[src/rtl/rx_frame_receiver_param.sv]
// Serial frame receiver: preamble/SFD hunt, MSB-first header+payload, inline CRC-8,
// destination filtering with optional broadcast, length-range check, done strobe.
module rx_frame_receiver_param #(
  parameter int unsigned     ID_W      = 2,
  parameter int unsigned     LEN_W     = 4,
  parameter int unsigned     MAX_BYTES = 16,
  parameter int unsigned     PRE_W     = 16,
  parameter logic [PRE_W-1:0] PREAMBLE = PRE_W'(16'hAAAA),
  parameter logic [7:0]      SFD       = 8'hAB,
  parameter logic [7:0]      CRC_POLY  = 8'h07,
  parameter logic [ID_W-1:0] MY_ID     = '0,
  parameter bit              BCAST_EN  = 1'b1
) (
  input  logic                   clk,
  input  logic                   rst,
  input  logic                   rx_line,
  output logic [ID_W-1:0]        dest_id,
  output logic [ID_W-1:0]        src_id,
  output logic [LEN_W-1:0]       length,
  output logic [8*MAX_BYTES-1:0] payload,
  output logic                   frame_valid,
  output logic                   crc_error,
  output logic                   len_error,
  output logic                   frame_done,
  output logic                   busy
);

  localparam int unsigned HDR_W   = 2*ID_W + LEN_W;
  localparam int unsigned PAY_W   = 8*MAX_BYTES;
  localparam int unsigned PCNT_W  = $clog2(PAY_W + 1);
  localparam int unsigned HCNT_W  = $clog2(HDR_W + 1);
  localparam int unsigned CNT_W   = (PCNT_W > HCNT_W) ? PCNT_W : HCNT_W;

  typedef enum logic [2:0] {
    S_WAIT_PRE,
    S_WAIT_SFD,
    S_HEADER,
    S_PAYLOAD,
    S_RX_CRC
  } state_t;

  state_t             state, state_n;
  logic [PRE_W-1:0]   pre_sr, pre_sr_n, pre_shift;
  logic [7:0]         sfd_sr, sfd_sr_n, sfd_shift;
  logic [HDR_W-1:0]   hdr_sr, hdr_sr_n, hdr_shift;
  logic [7:0]         crc_rx, crc_rx_n, crc_rx_shift;
  logic [7:0]         crc, crc_n, crc_upd;
  logic [CNT_W-1:0]   cnt, cnt_n, pay_last;
  logic [ID_W-1:0]    dest_n, src_n, hdr_dest, hdr_src;
  logic [LEN_W-1:0]   length_n, hdr_len;
  logic [PAY_W-1:0]   payload_n;
  logic               frame_valid_n, crc_error_n, len_error_n, frame_done_n, busy_n;
  logic               len_too_big, addr_ok;

  // Shifted-in candidates and decoded header fields for the current line bit
  assign pre_shift    = {pre_sr[PRE_W-2:0], rx_line};
  assign sfd_shift    = {sfd_sr[6:0], rx_line};
  assign hdr_shift    = {hdr_sr[HDR_W-2:0], rx_line};
  assign crc_rx_shift = {crc_rx[6:0], rx_line};
  assign hdr_dest     = hdr_shift[HDR_W-1 -: ID_W];
  assign hdr_src      = hdr_shift[LEN_W +: ID_W];
  assign hdr_len      = hdr_shift[LEN_W-1:0];
  assign len_too_big  = (32'(hdr_len) + 32'd1) > MAX_BYTES;
  assign addr_ok      = (hdr_dest == MY_ID) || (BCAST_EN && (hdr_dest == '1));
  assign pay_last     = CNT_W'((32'(length) + 32'd1) * 32'd8 - 32'd1);
  assign crc_upd      = {crc[6:0], 1'b0} ^ ((crc[7] ^ rx_line) ? CRC_POLY : 8'h00);

  // Registers: FSM state, hunt/deserialise datapath and held outputs
  always_ff @(posedge clk or posedge rst) begin
    if (rst) begin
      state       <= S_WAIT_PRE;
      pre_sr      <= '0;
      sfd_sr      <= '0;
      hdr_sr      <= '0;
      crc_rx      <= '0;
      crc         <= '0;
      cnt         <= '0;
      dest_id     <= '0;
      src_id      <= '0;
      length      <= '0;
      payload     <= '0;
      frame_valid <= 1'b0;
      crc_error   <= 1'b0;
      len_error   <= 1'b0;
      frame_done  <= 1'b0;
      busy        <= 1'b0;
    end else begin
      state       <= state_n;
      pre_sr      <= pre_sr_n;
      sfd_sr      <= sfd_sr_n;
      hdr_sr      <= hdr_sr_n;
      crc_rx      <= crc_rx_n;
      crc         <= crc_n;
      cnt         <= cnt_n;
      dest_id     <= dest_n;
      src_id      <= src_n;
      length      <= length_n;
      payload     <= payload_n;
      frame_valid <= frame_valid_n;
      crc_error   <= crc_error_n;
      len_error   <= len_error_n;
      frame_done  <= frame_done_n;
      busy        <= busy_n;
    end
  end

  // Next-state and next-output logic
  always_comb begin
    state_n       = state;
    pre_sr_n      = pre_sr;
    sfd_sr_n      = sfd_sr;
    hdr_sr_n      = hdr_sr;
    crc_rx_n      = crc_rx;
    crc_n         = crc;
    cnt_n         = cnt;
    dest_n        = dest_id;
    src_n         = src_id;
    length_n      = length;
    payload_n     = payload;
    frame_valid_n = frame_valid;
    crc_error_n   = crc_error;
    len_error_n   = len_error;
    frame_done_n  = 1'b0;

    case (state)
      S_WAIT_PRE: begin
        crc_n    = '0;
        pre_sr_n = pre_shift;
        if (pre_shift == PREAMBLE) state_n = S_WAIT_SFD;
      end
      S_WAIT_SFD: begin
        crc_n    = '0;
        sfd_sr_n = sfd_shift;
        if (sfd_shift == SFD) begin
          state_n       = S_HEADER;
          cnt_n         = '0;
          hdr_sr_n      = '0;
          frame_valid_n = 1'b0;
          crc_error_n   = 1'b0;
          len_error_n   = 1'b0;
        end
      end
      S_HEADER: begin
        // Hunt registers are cleared here so a later hunt starts from fresh bits
        pre_sr_n = '0;
        sfd_sr_n = '0;
        hdr_sr_n = hdr_shift;
        crc_n    = crc_upd;
        cnt_n    = cnt + CNT_W'(1);
        if (cnt == CNT_W'(HDR_W - 1)) begin
          cnt_n   = '0;
          state_n = S_WAIT_PRE;
          if (len_too_big) begin
            len_error_n  = 1'b1;
            frame_done_n = 1'b1;
          end else if (addr_ok) begin
            dest_n    = hdr_dest;
            src_n     = hdr_src;
            length_n  = hdr_len;
            payload_n = '0;
            state_n   = S_PAYLOAD;
          end
        end
      end
      S_PAYLOAD: begin
        payload_n = {payload[PAY_W-2:0], rx_line};
        crc_n     = crc_upd;
        cnt_n     = cnt + CNT_W'(1);
        if (cnt == pay_last) begin
          cnt_n    = '0;
          crc_rx_n = '0;
          state_n  = S_RX_CRC;
        end
      end
      S_RX_CRC: begin
        crc_rx_n = crc_rx_shift;
        cnt_n    = cnt + CNT_W'(1);
        if (cnt == CNT_W'(7)) begin
          cnt_n        = '0;
          frame_done_n = 1'b1;
          state_n      = S_WAIT_PRE;
          if (crc_rx_shift == crc) frame_valid_n = 1'b1;
          else                     crc_error_n   = 1'b1;
        end
      end
      default: state_n = S_WAIT_PRE;
    endcase

    busy_n = (state_n == S_HEADER) || (state_n == S_PAYLOAD) || (state_n == S_RX_CRC);
  end

endmodule

[config.mk]
export PLATFORM = sky130hd
export DESIGN_NAME = rx_frame_receiver_param
export DESIGN_NICKNAME = d
export VERILOG_FILES = /design/src/rtl/rx_frame_receiver_param.sv
export SDC_FILE = /design/constraint.sdc
export NUM_CORES = 1
export LEC_CHECK = 0
export ABC_CLOCK_PERIOD_IN_PS = 10900
export CAP_MARGIN = 20
export CORE_UTILIZATION = 52
export CTS_CLUSTER_DIAMETER = 80
export CTS_CLUSTER_SIZE = 8
export DETAILED_ROUTE_END_ITERATION = 8
export PLACE_DENSITY = 0.79
export SLEW_MARGIN = 20
export SYNTH_ARGS = -nofsm -noshare
export SYNTH_HDL_FRONTEND = slang
export SYNTH_SLANG_ARGS = --single-unit
[constraint.sdc]
create_clock -name clk -period 10.9 [get_ports clk]
set_clock_uncertainty 0.15 [all_clocks]
set_input_delay 3.27 -clock clk [delete_from_list [all_inputs] [get_ports clk]]
set_output_delay 3.27 -clock clk [all_outputs]
set_load 0.02 [all_outputs]
* After elaboration in Yosys (flattened, before gate mapping) *
Index checks and enable logic that the tools add are counted.

operators by class
  muxes and demuxes = 37
  add/sub/neg operators = 4
  bitwise logic cells = 3
  eq/ne operators = 22
  magnitude comparators = 1
  reductions and logical operators = 23

operators by type and width
  kind                                                 count
  2-to-1 mux 128 bit                                   3
  one-hot mux 128 bit (2 select lines)                 1
  one-hot mux 7 bit (2 select lines)                   3
  one-hot mux 15 bit (2 select lines)                  1
  2-to-1 mux 8 bit                                     3
  one-hot mux 8 bit (3 select lines)                   1
  AND reduction 4 bit                                  5
  2-to-1 mux 3 bit                                     6
  != test 2 bit, second input constant                 9
  equality test 16 bit, second input constant          1
  equality test 8 bit                                  2
  one-hot mux 8 bit (2 select lines)                   1
  one-hot mux 3 bit (5 select lines)                   1
  equality test 3 x 2 -> 1 bit, second input constant  4
  nonzero test 2 bit                                   6
  adder 4 x 1 -> 5 bit, second input constant          2
  2-to-1 mux 1 bit                                     10
  adder 8 x 1 -> 8 bit, second input constant          1
  equality test 8 x 3 -> 1 bit, second input constant  1
  equality test 8 bit, second input constant           1
  one-hot mux 1 bit (2 select lines)                   4
  subtractor 8 x 1 -> 8 bit, second input constant     1
  XOR 8 x 3 -> 8 bit                                   1
  2-to-1 mux 7 bit                                     1
  13 further kinds                                     21

word-level totals
  flip-flop bits (word level) = 196
  word-level logic and storage cells = 106
  output and inout port bits = 141
  input bits = 3

* Depth between registers and ports, before layout *
  depth after elaboration = 9
  mapped depth = 10
  mapped depth without buffers = 7

* Least setup slack after synthesis *
Ideal clock, no wire load.

  path type = input-to-reg
  from = input rx_line
  to = register cnt[3]
  data arrival time = 4.428 ns
  path slack = 6.203 ns
  cell stages on the path = 7
  buffers on the path = 2
  required time = 10.631 ns
  cells stage by stage = clkbuf_1 > nand4_1 > o21a_1 > clkbuf_1 > o21ai_0 > o21ai_0 > o21a_1

on the way
  word-level cells in the longest chain between the ends = 3

RTL lines
  what                           line  RTL
  from (decl)                    16    input logic rx_line,
  equality test 8 bit            134   if (sfd_shift == SFD) begin
  != test 2 bit (no line)        n/a
  AND reduction 2 bit (no line)  n/a
  to (signal assigned)           94    cnt <= cnt_n;
  to (decl)                      48    logic [CNT_W-1:0] cnt, cnt_n, pay_last;

Every way passes these cells.
A chain may end at the register's enable or synchronous reset.

==> flow_metrics.tcl <==
set metrics [dict create \
    cts_resized 0 \
    first_pass_iters 6 \
    preCtsSetupSlack_ns 5.18 \
    whs_ns 0.332 \
    synth_edf_count 0 \
    fin_util_pct 67.2 \
    antenna_found_initial 0 \
    power_density_nw_per_um2 152 \
    fin_ws_ns 5.88 \
    clk_pin_slew_ns 0.07 \
    grt_pass1_wl_um 26600 \
    path_cells "clkdlybuf4s50_1 -> inv_8 -> buf_4" \
    drtIter0Drc 482 \
    clkSinkCount 196 \
    n_antenna_cell 0 \
    cp.depth 3 \
    critPathKind "in2async" \
    ios 144 \
    ys_types 44 \
    first_global_vias 5085 \
    arrival_ns 5.30 \
    seq_area_frac_synth_pct 63.5 \
    via_per_inst 5.96 \
    dieArea_um2 15300 \
    wl_met1_um 7450 \
    crit_family "buffers and inverters" \
    cts_root_buf "clkbuf_16" \
    crit_buf_inv 3 \
    hold_depth 2 \
    holdBufCountCts 0 \
    ys_warn_count 0 \
    numCtsBuffers 17 \
    start_util_pct 53.1 \
    hold_viol 0 \
    grt_use_total_pct 22.5 \
    placed_cell_area_um2 9180 \
    final_nets 724 \
    fin_crit_ns 5.02 \
    num_rows 44 \
    report.final.slew_viol_count 0 \
    place.gp.congestion 0.740 \
    grt_start_max_net_pins 129 \
    die_height_um 124 \
    cpPeakStageDelay_ns 0.82 \
    drive_gt1_share_pct 7.11 \
    cts_tree "yes" \
    synthesis.nets 600 \
    cts_buffer_depth 2 \
    portBuffers 143 \
    dpl.hpwl_um 10800 \
    max-slew-margin-rel_pct 38.8 \
    final_cell_count_no_fill 915 \
    final.setup.tns_ns 0 \
    drc 0 \
    synth_ff_type "dfrtp_1" \
    drtAntennaViolNets 0 \
    cp_slowest_cell "buf_4" \
    dr.max_layer_used "met4" \
    wl_met2_um 8440 \
    die_x_um 124 \
    cts-htree-levels 4 \
    fin_area_um2 9760 \
    setup_viol 0 \
    crit_path_start_kind "input pin" \
    worst_slew_pin_slew_ns 0.918 \
    wire_per_inst_um 18.5 \
    rr_worst_depth 7 \
    cp-end-kind "async pin" \
    max_freq_mhz 199 \
    ir_worst_vdd_mv 0.116 \
    grt_overflow 0 \
    hold_class "reg2reg" \
    post_cts_buffers 0 \
    ys_ff_latch 196 \
    dp.cells 883 \
    wl_met3_um 756 \
    rsz0062_at_grt "false" \
    num_vias 5449 \
    wirelength_um 16900 \
    core_um2 14500 \
    drv_cap 0 \
    syn_area_um2 7720 \
    syn2layout_area_growth_pct 26.5 \
    synthArstFlopShare_pct 100 \
    required_ns 11.18 \
    fin_crit_sh_pct 46.0 \
    crit_fanout 124 \
    status "complete, no violations" \
    clk_latency_ns 0.42 \
    syn-instance-count 594 \
    syn_area_per_cell_um2 13.0 \
    leakagePower_nw 4.34 \
    total_power_mw 1.48 \
]
synthesized netlist by cell type (3+ instances only):
master,n,area (um2)
clkbuf_1,23,86.3
nand2b_1,16,100
nor2_1,13,48.8
o21ai_0,34,170
dfrtp_1,196,4900
nor3b_1,3,22.5
mux2_2,9,101
or3_1,3,18.8
nand4_1,5,31.3
nand2_1,52,195
xor2_1,6,52.6
xnor2_1,14,123
buf_2,3,15.0
ha_1,3,37.5
a21oi_1,3,15.0
buf_6,14,158
buf_1,3,11.3
a22o_1,148,1300
o21a_1,4,30.0
nor2b_1,3,18.8
and2_1,5,31.3
nand3_1,7,35.0
metal layers:
metal	vias up	track usage (%)
met5	-	0
met4	0	7.08
met3	21	3.98
met2	160	35.6
met1	2822	31.7
li1	2446	-
area by class of cell:
type                            instances  area (um2)
Clock inverter                         13         134
Timing Repair Buffer                  148        1490
Clock buffer                           19         443
Fill cell                            1015        4770
Inverter                                2        15.0
Tap cell                              184         230
Sequential cell                       196        4900
Multi-Input combinational cell        353        2540
tightest hold or removal path: stages, from the launching register on:
cell and delay (ns):
dfrtp_1 0.34, nand2_1 0.04, o21ai_0 0.06
flip-flops by register name (all words and copies together), names as in the netlist, 3 cells and up:
signal	cells
hdr_sr	7
pre_sr	15
cnt	8
payload	128
length	4
state	3
crc	8
sfd_sr	7
crc_rx	7
cell families (layout without fill, tap and decap cells):
kind of cell / Yosys count / count (layout) / share of synthesized area, %
AOI/OAI and AO/OA: 201 / 201 / 20.9
xor gates and xnor gates: 20 / 20 / 2.27
adders and majority gates: 3 / 3 / 0.486
buffers and inverters: 45 / 182 / 3.60
DFF: 196 / 196 / 63.5
muxes: 9 / 9 / 1.31
and+or+nand+nor: 120 / 120 / 7.94
power by group:
group / total [mW] / internal, mW / leakage [nW] / switching [mW]
Clock: 0.610 / 0.343 / 0.279 / 0.267
Sequential: 0.778 / 0.752 / 2.56 / 0.0258
Combinational: 0.0963 / 0.0474 / 1.51 / 0.0489
Total: 1.48 / 1.14 / 4.34 / 0.342
worst paths after layout:
check | start | endpoint | slack (ns)
max in group clk | length[0]$_DFFE_PP0P_ | length[0] | 5.89
setup reg to reg | state[1]$_DFF_PP0_ | payload[124]$_DFFE_PP0P_ | 7.48
hold / removal | pre_sr[0]$_DFFE_PP0P_ | pre_sr[0]$_DFFE_PP0P_ | 0.33
min in group asynchronous | rst | payload[126]$_DFFE_PP0P_ | 3.27
setup / recovery | rst | payload[52]$_DFFE_PP0P_ | 5.88
hold reg to reg | pre_sr[0]$_DFFE_PP0P_ | pre_sr[0]$_DFFE_PP0P_ | 0.33
layout by cell type, fill, tap and decap left out, types with 2 or more instances in the layout:
cell / instances
clkbuf_16: 17
mux2_2: 9
nor2b_1: 3
nor3b_1: 3
xnor2_1: 14
clkinv_2: 5
nor2_1: 13
nor3_1: 2
clkinv_4: 2
and2_1: 4
nor4bb_1: 2
o221ai_1: 2
nand2_1: 52
o21a_1: 4
a21o_1: 2
a22o_1: 148
or3_1: 3
o21ai_0: 34
nand3_1: 7
clkdlybuf4s50_1: 143
a21oi_1: 3
xor2_1: 6
ha_1: 3
dfrtp_1: 196
nand4_1: 5
buf_4: 3
nand2b_1: 16
clkinvlp_4: 3
bufinv_16: 2
Note: power is estimated with default switching activity, not from simulation.
==> RTL change 1: new RTL, same flow settings <==
Take the reset off `pre_sr` and load it in a clocked block of its own.
--- a/src/rtl/rx_frame_receiver_param.sv
+++ b/src/rtl/rx_frame_receiver_param.sv
@@ -69,7 +69,6 @@
   always_ff @(posedge clk or posedge rst) begin
     if (rst) begin
       state       <= S_WAIT_PRE;
-      pre_sr      <= '0;
       sfd_sr      <= '0;
       hdr_sr      <= '0;
       crc_rx      <= '0;
@@ -86,7 +85,6 @@
       busy        <= 1'b0;
     end else begin
       state       <= state_n;
-      pre_sr      <= pre_sr_n;
       sfd_sr      <= sfd_sr_n;
       hdr_sr      <= hdr_sr_n;
       crc_rx      <= crc_rx_n;
@@ -102,6 +100,10 @@
       frame_done  <= frame_done_n;
       busy        <= busy_n;
     end
+  end
+
+  always_ff @(posedge clk) begin
+    pre_sr <= pre_sr_n;
   end
 
   // Next-state and next-output logic
Behaviour: no difference found for any inputs over 10 cycles, from zero or initial values and one cycle with rst high; that may be too few to reach the edited logic, so the function may still have changed.
==> RTL change 1 against the unedited design <==
  * Clock power up 13%
  * Design area rose by 6.6%
  * First-iteration DRC count is 29% higher
  * Total power is 5.2% higher
  * Routed wire length rose by 7.9%
  * Area after synthesis up 6.2%
  * Cell count is 31% higher
  * Sequential cell count unchanged
  * Maximum frequency decreased by 1.8%
  * Worst setup slack worse by 0.094 ns
  * Sequential power rose by 0.8%
  * Largest cell class unchanged
  * Largest power group unchanged
==> RTL change 1: results (changes against the unedited design) <==
[outcome]
status=completed

[drt]
dr_wl_met2_um=8300  ; -1.6%
dr.pass1.iters=5  ; -1
wl_met1_um=8740  ; +17%
wl_per_cell_um=15.2  ; -18%
dr_total_vias=6436  ; +18%

[logic_synthesis]
synth_edf_count=15  ; +15
synth_mux_area_share_pct=0.961  ; -0.35 points
synth_compound_area_share_pct=12.9  ; -7.9 points
synth_cell_types=40  ; -9.1%
synthAdderAreaFrac_pct=0.458  ; -0.028 points
synthArstFlopShare_pct=92.3  ; -7.7 points
synth_xor_area_share_pct=2.24  ; -0.026 points
synth_area_leaders=dfrtp_1, nand2_1, o21ai_0

[place]
dpl-instance-area_sq_mm=0.00974  ; +6.1%
dp_worst_setup_slack_ns=5.25  ; +0.0752 ns
dp_cells=1170  ; +33%

[global_route]
grtUsageMet2_pct=35.0  ; -0.52 points
grt_start_max_net_pins=116  ; -10%
grtUsageMet1_pct=35.2  ; +3.5 points

[worst_setup_path]
crit_fanout=10  ; -92%
max_stage_delay_ns=0.65  ; -0.17 ns
ff2ff_setup_slack_ns=7.58  ; +0.10 ns
cpLargestDelayFamily=compound AO/OA/AOI/OAI gates
startpoint=rx_line
r2r_start=state[2]
crit_slowest_cell=clkdlybuf4s50_1
crit_path_end=cnt[6]

[layout]
fillers=1164  ; +15%
syn_to_final_growth_pct=26.9

[power]
ir_drop_mv=0.103  ; -12%
leakagePower_nw=4.36  ; +0.33%

==> RTL change 1: changes by cell type in the layout (fill, tap and decap cells not counted), moves of 4 or more <==
cell,change
nand2_1,+255
a22o_1,-139
o21ai_0,+126
nor2b_1,+27
dfrtp_1,-15
edfxtp_1,+15
nand2b_1,-15
a21oi_1,+8
o21a_1,-4
==> RTL change 1: worst min-delay path by stage <==
stage                 startpoint      endpoint  slack, ns  depth (start not counted)
floorplan              sfd_sr[6]     sfd_sr[6]       0.31                          2
global placement    payload[109]  payload[110]       0.33                          2
detailed placement   payload[28]   payload[29]       0.34                          2
CTS                  payload[28]   payload[29]       0.36                          2
global route         payload[79]   payload[80]       0.39                          2
finish              payload[109]  payload[110]       0.35                          2
==> RTL change 1: kinds of logic after synthesis <==
group                      count (synthesis)
DFF                                      196
buffers and inverters                     57
adders and majority gates                  3
muxes                                      7
AOI/OAI and AO/OA                        194
and+or+nand+nor                          385
xor gates and xnor gates                  21
==> RTL change 1: report_power, final <==
group / switching [mW] / leakage [nW] / internal [mW] / total, mW
logic: 0.0489 / 1.56 / 0.0405 / 0.0894
registers: 0.0247 / 2.48 / 0.759 / 0.784
clock network: 0.268 / 0.324 / 0.420 / 0.688
total: 0.341 / 4.36 / 1.22 / 1.56
==> RTL change 1: worst register-to-register path: stages, from the launching register on <==
cell	delay [ns]
dfrtp_1	0.61
nand2b_1	0.34
nor2_1	0.14
buf_4	0.27
and3_4	0.53
buf_4	0.71
mux2_2	0.45
==> RTL change 1: area by class of cell <==
cell class | count | share of cell area [%]
Sequential cell | 196 | 47.9
Multi-Input combinational cell | 610 | 28.8
Timing Repair Buffer | 149 | 14.3
Clock buffer | 20 | 4.39
Tap cell | 211 | 2.54
Clock inverter | 12 | 1.94
Inverter | 4 | 0.192
==> RTL change 2: new RTL, same settings <==
Made on the original files. `ID_W`: 2 -> 4.
--- a/src/rtl/rx_frame_receiver_param.sv
+++ b/src/rtl/rx_frame_receiver_param.sv
@@ -1,7 +1,7 @@
 // Serial frame receiver: preamble/SFD hunt, MSB-first header+payload, inline CRC-8,
 // destination filtering with optional broadcast, length-range check, done strobe.
 module rx_frame_receiver_param #(
-  parameter int unsigned     ID_W      = 2,
+  parameter int unsigned     ID_W      = 4,
   parameter int unsigned     LEN_W     = 4,
   parameter int unsigned     MAX_BYTES = 16,
   parameter int unsigned     PRE_W     = 16,
Ports: changed (resized dest_id and src_id); port bits go from 144 to 148. The function was not compared with the original's and may differ.
==> RTL change 2 against the unedited design <==
  * Design area up 5.5%
  * Sequential cell count increased by 8
  * Total power up 14%
  * Worst setup slack lost 0.067 ns
  * Largest cell class unchanged
  * Routed wire length is 4.3% higher
  * Area after synthesis is 3.6% higher
  * Critical endpoint is now length[0]
  * Critical path depth decreased by 2
  * First-iteration DRC count is 15% lower
==> RTL change 2: results (changes against the unedited design) <==
[worst_setup_path]
startpoint=length[0]
crit_fanout=9  ; -93%
r2r_end=dest_id[2]

[drt]
drt-initial-drc-count=408  ; -15%
wl_met1_um=7850  ; +5.3%
vias_per_cell=6.18  ; +3.7%

[logic_synthesis]
synth_cell_types=43  ; -2.3%
synthAdderAreaFrac_pct=0.469  ; -0.017 points
synth_area_leaders=dfrtp_1, a22o_1, buf_2
synth_cells=593  ; -0.17%
synthTopCellsByCount=dfrtp_1, a22o_1, nand2_1

[clock_network]
clkTransAtPathRegs_ns=0.05  ; -0.02 ns
h-tree-depth=1  ; -3
clock_latency_ns=0.53  ; +0.11 ns

[sta]
period_share_pct=46.6  ; +0.61 points
max_slew_margin_pct=25.7  ; -13 points

[layout]
layout-drive-gt1-share_pct=7.66  ; +0.55 points
fillers=989  ; -2.6%
nets=737  ; +1.8%
reg_top3=payload x128, pre_sr x15, hdr_sr x11

[outcome]
status=completed

[power]
ir_drop_mv=0.114  ; -1.7%

[global_route]
grt_use_total_pct=22.2  ; -0.34 points
grtUsageMet1_pct=31.3  ; -0.42 points
first_global_vias=5508  ; +8.3%

[place]
portBuffers=147  ; +2.8%
dp_hpwl_um=10700  ; -0.81%

==> RTL change 2: changes by cell type after synthesis, sizes merged, moves of 6 or more <==
cell	before	now
nor2	15	9
xnor2	14	8
clkbuf	23	13
dfrtp	196	204
o21ai	36	22
nand2	52	35
a22o	148	166
nand2b	16	3
buf	20	32
==> RTL change 2: cell type report <==
| cell class | count | area share (%) |
|---|---|---|
| flip-flops and latches | 204 | 49.5 |
| clock inverters | 2 | 0.486 |
| well taps | 184 | 2.23 |
| multi-input cells | 340 | 25.8 |
| inverters | 4 | 0.219 |
| repair buffers | 152 | 14.7 |
| clock buffers | 29 | 7.04 |
==> RTL change 2: power breakdown <==
group	internal [mW]	switching (mW)	leakage [nW]	total, mW
combinational	0.0449	0.0502	1.55	0.0951
clock	0.489	0.298	0.381	0.786
sequential	0.784	0.0264	2.67	0.811
total	1.32	0.374	4.60	1.69
